==> src/rtl/stream_arbiter_pkg.sv <==
// Shared types and sizing helpers for the QoS stream arbiter.
//   arb_state_t : arbiter FSM states
//   id_width()  : width of a stream-index field for a given stream count
package stream_arbiter_pkg;

    // Arbiter FSM: IDLE picks a winner, BUSY forwards the granted packet.
    typedef enum logic {
        IDLE = 1'b0,
        BUSY = 1'b1
    } arb_state_t;

    localparam int unsigned DEFAULT_STREAM_COUNT = 2;
    localparam int unsigned DEFAULT_DATA_WIDTH   = 8;
    localparam int unsigned DEFAULT_QOS_WIDTH    = 4;

    // Index width for n streams; never narrower than one bit.
    function automatic int unsigned id_width(input int unsigned n);
        return (n > 1) ? $clog2(n) : 1;
    endfunction

    localparam int unsigned DEFAULT_ID_WIDTH = id_width(DEFAULT_STREAM_COUNT);

endpackage : stream_arbiter_pkg

==> src/rtl/stream_arbiter_qos_select.sv <==
// Combinational QoS winner selection.
// Picks the eligible stream with the largest QoS; ties resolve to the
// lowest index. QoS 0 still wins when it is the only eligible stream.
//   qos_i      : per-stream QoS values
//   elig_i     : per-stream eligibility mask
//   win_idx_o  : index of the winning stream (0 when none eligible)
//   win_qos_o  : QoS of the winning stream (0 when none eligible)
//   any_elig_o : at least one stream is eligible
module qos_select
    import stream_arbiter_pkg::*;
#(
    parameter int unsigned N  = DEFAULT_STREAM_COUNT,
    parameter int unsigned QW = DEFAULT_QOS_WIDTH,
    parameter int unsigned IW = id_width(N)
) (
    input  logic [N-1:0][QW-1:0] qos_i,
    input  logic [N-1:0]         elig_i,
    output logic [IW-1:0]        win_idx_o,
    output logic [QW-1:0]        win_qos_o,
    output logic                 any_elig_o
);

    logic [IW-1:0] best_idx;
    logic [QW-1:0] best_qos;
    logic          found;

    // Strict '>' keeps the earlier (lower) index on equal QoS.
    always_comb begin
        best_idx = '0;
        best_qos = '0;
        found    = 1'b0;
        for (int unsigned i = 0; i < N; i++) begin
            if (elig_i[i] && (!found || (qos_i[i] > best_qos))) begin
                best_idx = IW'(i);
                best_qos = qos_i[i];
                found    = 1'b1;
            end
        end
    end

    assign win_idx_o  = best_idx;
    assign win_qos_o  = best_qos;
    assign any_elig_o = found;

endmodule : qos_select

==> src/rtl/stream_arbiter.sv <==
// QoS stream arbiter with per-round fairness and packet-level grant hold.
// Each round serves every requesting stream at most once, highest QoS
// first; the grant is held until the beat carrying last is accepted.
// While BUSY the master port is a combinational pass-through of the
// granted slave, so packets stream at one beat per cycle.
//   clk, rst_n             : clock, asynchronous active-low reset
//   s_data_i/s_qos_i/
//   s_last_i/s_valid_i     : per-stream slave inputs
//   s_ready_o              : per-stream ready (only the granted bit moves)
//   m_data_o/m_qos_o/
//   m_id_o/m_last_o/
//   m_valid_o              : master output stream
//   m_ready_i              : downstream ready
module stream_arbiter
    import stream_arbiter_pkg::*;
#(
    parameter int unsigned T_DATA_WIDTH = DEFAULT_DATA_WIDTH,
    parameter int unsigned T_QOS__WIDTH = DEFAULT_QOS_WIDTH,
    parameter int unsigned STREAM_COUNT = DEFAULT_STREAM_COUNT,
    parameter int unsigned T_ID___WIDTH = id_width(STREAM_COUNT)
) (
    input  logic                                   clk,
    input  logic                                   rst_n,
    input  logic [STREAM_COUNT-1:0][T_DATA_WIDTH-1:0] s_data_i,
    input  logic [STREAM_COUNT-1:0][T_QOS__WIDTH-1:0] s_qos_i,
    input  logic [STREAM_COUNT-1:0]                s_last_i,
    input  logic [STREAM_COUNT-1:0]                s_valid_i,
    output logic [STREAM_COUNT-1:0]                s_ready_o,
    output logic [T_DATA_WIDTH-1:0]                m_data_o,
    output logic [T_QOS__WIDTH-1:0]                m_qos_o,
    output logic [T_ID___WIDTH-1:0]                m_id_o,
    output logic                                   m_last_o,
    output logic                                   m_valid_o,
    input  logic                                   m_ready_i
);

    arb_state_t                state_q;
    logic [STREAM_COUNT-1:0]   served_q;
    logic [T_ID___WIDTH-1:0]   grant_q;
    logic [T_QOS__WIDTH-1:0]   grant_qos_q;

    logic [STREAM_COUNT-1:0]   elig_raw;
    logic                      round_over;
    logic [STREAM_COUNT-1:0]   elig;
    logic [T_ID___WIDTH-1:0]   win_idx;
    logic [T_QOS__WIDTH-1:0]   win_qos;
    logic                      any_elig;
    logic                      last_beat;

    // Round ends when every requester has been served; restart from all valid.
    assign elig_raw   = s_valid_i & ~served_q;
    assign round_over = (elig_raw == '0) && (s_valid_i != '0);
    assign elig       = round_over ? s_valid_i : elig_raw;

    qos_select #(
        .N  (STREAM_COUNT),
        .QW (T_QOS__WIDTH),
        .IW (T_ID___WIDTH)
    ) u_qos_select (
        .qos_i      (s_qos_i),
        .elig_i     (elig),
        .win_idx_o  (win_idx),
        .win_qos_o  (win_qos),
        .any_elig_o (any_elig)
    );

    assign last_beat = s_valid_i[grant_q] & m_ready_i & s_last_i[grant_q];

    // Arbiter FSM, served mask and grant registers.
    always_ff @(posedge clk or negedge rst_n) begin
        if (!rst_n) begin
            state_q     <= IDLE;
            served_q    <= '0;
            grant_q     <= '0;
            grant_qos_q <= '0;
        end else begin
            case (state_q)
                IDLE: begin
                    if (round_over) begin
                        served_q <= '0;
                    end
                    if (any_elig) begin
                        grant_q     <= win_idx;
                        grant_qos_q <= win_qos;
                        state_q     <= BUSY;
                    end
                end
                BUSY: begin
                    // No preemption: only the last accepted beat releases the grant.
                    if (last_beat) begin
                        served_q[grant_q] <= 1'b1;
                        state_q           <= IDLE;
                    end
                end
                default: state_q <= IDLE;
            endcase
        end
    end

    // Output mux: pass-through of the granted stream while BUSY, zero otherwise.
    always_comb begin
        s_ready_o = '0;
        m_data_o  = '0;
        m_qos_o   = '0;
        m_id_o    = '0;
        m_last_o  = 1'b0;
        m_valid_o = 1'b0;
        if (state_q == BUSY) begin
            s_ready_o[grant_q] = m_ready_i;
            m_data_o           = s_data_i[grant_q];
            m_qos_o            = grant_qos_q;
            m_id_o             = grant_q;
            m_last_o           = s_last_i[grant_q];
            m_valid_o          = s_valid_i[grant_q];
        end
    end

endmodule : stream_arbiter

==> config.mk <==
export PLATFORM = sky130hd
export DESIGN_NAME = stream_arbiter
export DESIGN_NICKNAME = d
export VERILOG_FILES = /design/src/rtl/stream_arbiter_pkg.sv /design/src/rtl/stream_arbiter_qos_select.sv /design/src/rtl/stream_arbiter.sv
export SDC_FILE = /design/constraint.sdc
export NUM_CORES = 1
export LEC_CHECK = 0
export ABC_AREA = 1
export CAP_MARGIN = 20
export CORE_ASPECT_RATIO = 1.5
export CORE_MARGIN = 5
export CORE_UTILIZATION = 34
export DETAILED_ROUTE_END_ITERATION = 10
export PLACE_DENSITY = 0.84
export SLEW_MARGIN = 15
export SYNTH_ARGS = -nofsm -noshare
export SYNTH_HDL_FRONTEND = slang
export SYNTH_HIERARCHICAL = 1
export SYNTH_SLANG_ARGS = --single-unit
export TNS_END_PERCENT = 100
==> constraint.sdc <==
create_clock -name clk -period 2.35 [get_ports clk]
set_clock_uncertainty 0.2 [all_clocks]
set_input_delay 0.3525 -clock clk [delete_from_list [all_inputs] [get_ports clk]]
set_output_delay 0.3525 -clock clk [all_outputs]
set_load 0.05 [all_outputs]
# Yosys cells after proc, flatten, opt, wreduce, memory -nomap -nowiden
# Cells that the tools add are included.
[word_totals] regBits=8 in_bits=31 word_cells=51 output_inout_bits=17
[op_classes] bitwise=7 eq_ne=2 order_cmp=3 n_mux=26 reduce_logical=9
[ops] operator="two-way mux 8 bit" n=3
[ops] operator="two-way mux 1 bit" n=13
[ops] operator="two-way mux 4 bit" n=3
[ops] operator="two-way mux 2 bit" n=4
[ops] operator="AND 2 bit" n=2
[ops] operator="> comparator 4 bit" n=1
[ops] operator="one-hot mux 2 bit (2 select lines)" n=1
[ops] operator="AND reduction 2 bit" n=2
[ops] operator="logical AND 1 bit" n=3
[ops] operator="AND 1 bit" n=2
[ops] operator="logical NOT 2 bit" n=1
[ops] operator="< comparator 1 x 2 -> 1 bit, second input constant" n=1
[ops] operator="inequality test 2 x 1 -> 1 bit, second input constant" n=1
[ops] operator="inequality test 2 bit, second input constant" n=1
[ops] operator="NOT 2 bit" n=1
[ops] operator="bitwise OR 2 bit" n=1
[ops] operator="one-hot mux 1 bit (2 select lines)" n=1
[ops] operator="nonzero test 2 bit" n=1
[ops] operator="demux 1 bit (select 1 bit)" n=1
[ops] operator=">= comparator 1 bit, second input constant" n=1
[ops] operator="logical NOT 1 bit" n=1
[ops] operator="logical OR 1 bit" n=1
[ops] operator="NOT 1 bit" n=1

# Logic depth before layout (Yosys ltp)
[logic_depth] word_depth=12 mapped_depth=18

# Cells and area by module
# The synthesis kept the hierarchy.
[modules_own_cells] module="stream_arbiter" area_each_um2=636.9 n_inst=1 cells_per_inst=91
[modules_own_cells] module="qos_select" area_each_um2=226.5 n_inst=1 cells_per_inst=40

# Worst setup path after synthesis
# Ideal clock, no wire load.
[synth_timing] path_type="register to register" startpoint="register served_q[1]" endpoint="register grant_qos_q[0]" synth_period_minus_slack_ns=2.216 path_stages_with_launch=19 arrival_ns=1.891 setup_time_ns=0.125 required_ns=2.025 slack_ns=0.134 n_path_buf=0 path_cell_list="dfrtp_1 -> inv_1 -> nand2_1 -> o21ai_0 -> inv_1 -> nand2_1 -> bufinv_8 -> ha_1 -> inv_1 -> nand2_1 -> nand2_1 -> nand2_1 -> nand2_1 -> nand2_2 -> nand2_4 -> nand2_4 -> nand2_1 -> nand2_1 -> mux2_4"
[synth_via] elab_cells_between_ends=14 cone_classes="1 x order compare; 5 x mux; 2 x bitwise; 6 x reduce/logical"
[synth_rtl] element="start, declared" line="stream_arbiter.sv:38" text="logic [STREAM_COUNT-1:0] served_q;"
[synth_rtl] element="start signal, assigned" line="stream_arbiter.sv:73" text="served_q <= '0;"
[synth_rtl] element="start signal, assigned" line="stream_arbiter.sv:80" text="served_q <= '0;"
[synth_rtl] element="start signal, assigned by index" line="stream_arbiter.sv:91" text="served_q[grant_q] <= 1'b1;"
[synth_rtl] element="NOT 2 bit (*)" line="stream_arbiter.sv:51" text="assign elig_raw = s_valid_i & ~served_q;"
[synth_rtl] element="AND 2 bit (*)" line="stream_arbiter.sv:51"
[synth_rtl] element="logical NOT 2 bit (*)" line="stream_arbiter.sv:52" text="assign round_over = (elig_raw == '0) && (s_valid_i != '0);"
[synth_rtl] element="logical AND 1 bit (*)" line="stream_arbiter.sv:52"
[synth_rtl] element="two-way mux 2 bit (*)" line="stream_arbiter.sv:53" text="assign elig = round_over ? s_valid_i : elig_raw;"
[synth_rtl] element="via elig[0]" line="stream_arbiter.sv:44" text="logic [STREAM_COUNT-1:0] elig;"
[synth_rtl] element="two-way mux 4 bit / two-way mux 1 bit (equally long branches)" line="stream_arbiter_qos_select.sv:33" text="if (elig_i[i] && (!found || (qos_i[i] > best_qos))) begin"
[synth_rtl] element="> comparator 4 bit / logical NOT 1 bit (equally long branches)" line="stream_arbiter_qos_select.sv:33"
[synth_rtl] element="logical OR 1 bit" line="stream_arbiter_qos_select.sv:33"
[synth_rtl] element="logical AND 1 bit" line="stream_arbiter_qos_select.sv:33"
[synth_rtl] element="two-way mux 4 bit (*)" line="stream_arbiter_qos_select.sv:33"
[synth_rtl] element="via win_qos[0]" line="stream_arbiter.sv:46" text="logic [T_QOS__WIDTH-1:0] win_qos;"
[synth_rtl] element="end signal, assigned" line="stream_arbiter.sv:84" text="grant_qos_q <= win_qos;"
[synth_rtl] element="end, declared" line="stream_arbiter.sv:40" text="logic [T_QOS__WIDTH-1:0] grant_qos_q;"
# The timed path passes the listed nets; every way through them passes the cells marked *.
# A chain may end at the register's enable or synchronous reset.

# Worst setup path after layout
# Same ends and word-level chain as after synthesis.

==> out/qor.csv <==
metric;value;unit
min_period;2.34;ns
hpwl;2.13;mm
setup_ws;0.00884;ns
maxSlewHeadroom;0.752;
synth_top_cell_area_share;0.232;
clk_pin_slew_worst_paths;0.05;ns
finalSetupViolations;0;
layout-drive-gt1-share;0.351;
required;2.28;ns
hold_viol;0;
avgSynthCellArea;6.59;µm²
ys_warn_count;6;
fin_crit_sh;0.996;
path_cells;inv_2 > nand2_2 > o21ai_2 > inv_2 > nand2_1 > bufinv_8 > ha_4 > inv_2 > nand2_2 > nand2_2 > nand2_2 > nand2_2 > nand2_2 > nand2_4 > nand2_4 > nand2_2 > nand2_2 > mux2_4;
diodes;0;
routed_wl;2.70;mm
cap_violations;0;
grt_pass1_wl;4.04;mm
yosysSeqAreaShare;0.232;
num_vias;1050;
worst-path-max-fanout;5;
layout.nets;225;
place.gp.congestion;0.922;
io_buffers;47;
synthCells;131;
critical-path-top-delay-family;simple AND/OR/NAND/NOR gates;
synth-seq-cells;8;
die-area;0.00367;mm²
synth_nets;166;
pre_cts_ws;-0.418;ns
yosysUniqueCellTypes;22;
cp_data_arrival_time;2.28;ns
routedWlPerCell;12.7;µm
grt_max_degree;14;
yosys.area.top_type;dfrtp_1;
rsz0062_at_grt;true;
cts.sink_count;8;
row_count;22;
numCtsBuffers;3;
critPathLaunchType;flop;
grt_overflow;0;
hp-class;in2async;
status;finished clean;
dr.first_iter.drc_count;19;
coreArea;0.00245;mm²
cpPeakStageDelay;0.40;ns
pin_count;48;
synth_area;863;µm²
tritoncts;built;
cp_common_cell;nand2_2;
grtUsageTotal;0.141;
clock_latency;0.25;ns
viasPerCell;4.95;
drcViolationCount;0;
antenna_found_initial;0;
ff2ff_setup_slack;0.009;ns
utilization;0.656;
p_leak;0.856;nW
die_w;51.1;µm
synthTopCellsByArea;dfrtp_1 23%, nand2_1 22%, nand3_1 8.7%;
clockBufferDepth;2;
critPathBufInv;4;
final_antenna_net_count;0;
slew_viol_final;0;
first_global_vias;1013;
fmax;0.427;GHz
vdd_drop_max;0.717;mV
cpMaxStageDelayCell;dfrtp_1;
crit_type;reg2reg;
cts_root_buffer;clkbuf_4;
area_delta_synth_final;86.1;%
end_kind;flop;
worst-path-stages;18;
reg2reg_depth;18;
htreeDepth;1;
firstDrtPassIters;4;
die_h;71.7;µm
start_util;0.352;
worst_slew_pin_slew;0.369;ns
p_per_area;1270;mW/mm²
[what timing repair did]
item                                    in CTS  in global routing
hold buffers                                 0                  0
endpoints found under the setup margin       5                  5
pin swaps                                    2                  9
setup buffers                                2                  1
gates resized for setup                      3                 15
[logic make-up after synthesis]
family,Yosys count,share of synthesized area
adder cells (fa/ha/maj),4,0.0580
multiplexers,4,0.0696
buffers and inverters,26,0.162
AND/OR/NAND/NOR,82,0.432
AO/OA/AOI/OAI,7,0.0464
flip-flops,8,0.232
[placed cells by master, fill, tap and decap left out]
cell             instances
ha_4                     3
nand3_1                 15
nor3_1                   1
nand2_1                 44
inv_1                   11
dfrtp_1                  8
mux2_4                   4
nand2_4                  3
buf_12                  13
a31oi_1                  1
buf_4                   15
clkinv_4                 1
nand2_2                 10
nand4_1                  4
clkdlybuf4s50_1         28
nor2_2                   1
ha_1                     1
nor2_1                   3
or2_2                    1
clkbuf_4                 3
inv_2                    9
o21ai_0                  1
a21oi_1                  3
bufinv_8                 1
o21ai_2                  2
dlygate4sd2_1            2
[area by class of cell]
cell class | count | area, µm²
fill | 203 | 843
inverter | 22 | 101
tap | 24 | 30.0
multi-input combinational | 97 | 582
clock buffer | 3 | 22.5
sequential | 8 | 200
timing repair buffer | 58 | 671
[worst reg2reg max path: stages (launching register included)]
cell      delay, ns
dfrtp_1        0.40
inv_2          0.07
nand2_2        0.06
o21ai_2        0.14
inv_2          0.07
nand2_1        0.07
bufinv_8       0.18
ha_4           0.15
inv_2          0.04
nand2_2        0.04
nand2_2        0.06
nand2_2        0.07
nand2_2        0.06
nand2_2        0.07
nand2_4        0.09
nand2_4        0.07
nand2_2        0.08
nand2_2        0.05
mux2_4         0.26
[power breakdown]
group | switching (mW) | internal, mW | total (mW)
clock | 0.0441 | 0.0582 | 0.102
combinational | 0.943 | 0.723 | 1.67
sequential | 0.0678 | 0.199 | 0.266
[sequential cells by signal, summed over array words and instances, names as in the netlist]
name / count
state_q: 1
served_q: 2
grant_q: 1
grant_qos_q: 4
[synth_stat cells]
master and n:
a21oi_1 3, a31oi_1 1, buf_2 1, buf_6 3
bufinv_8 1, clkinv_4 1, dfrtp_1 8, ha_1 4
inv_1 14, inv_2 6, mux2_4 4, nand2_1 51
nand2_2 3, nand2_4 3, nand3_1 15, nand4_1 4
nor2_1 3, nor2_2 1, nor3_1 1, o21ai_0 2
o21ai_2 1, or2_2 1
[path summary, 6_finish.rpt]
check	from	endpoint
max	served_q[1]	grant_qos_q[0]
min	rst_n	state_q
min reg2reg	grant_qos_q[0]	grant_qos_q[0]
max reg2reg	served_q[1]	grant_qos_q[0]
max in group asynchronous	rst_n	grant_qos_q[2]
min in group clk	grant_qos_q[0]	grant_qos_q[0]
[metal layers]
| layer | share of wire | global-route usage | vias to the layer above |
|---|---|---|---|
| li1 | - | - | 528 |
| met1 | 0.36 | 0.134 | 471 |
| met2 | 0.54 | 0.265 | 40 |
| met3 | 0.059 | 0.0208 | 11 |
| met4 | 0.039 | 0.0988 | 0 |
| met5 | 0 | 0 | - |
[metrics by stage]
stage	hold WS, ns	total power [mW]	std cells	area (µm²)	TNS, ns
6_report	0.163	2.03	212	1610	0
5_1_grt	0.182	2.15	212	1610	-0.526
4_1_cts	0.164	2.02	211	1540	0
3_5_place_dp	0.295	1.90	206	1510	-1.96
3_3_place_gp	0.296	1.87	206	1510	-1.47
2_1_floorplan	-0.143	1.23	131	863	0
Power figures use the tool's default switching activity.
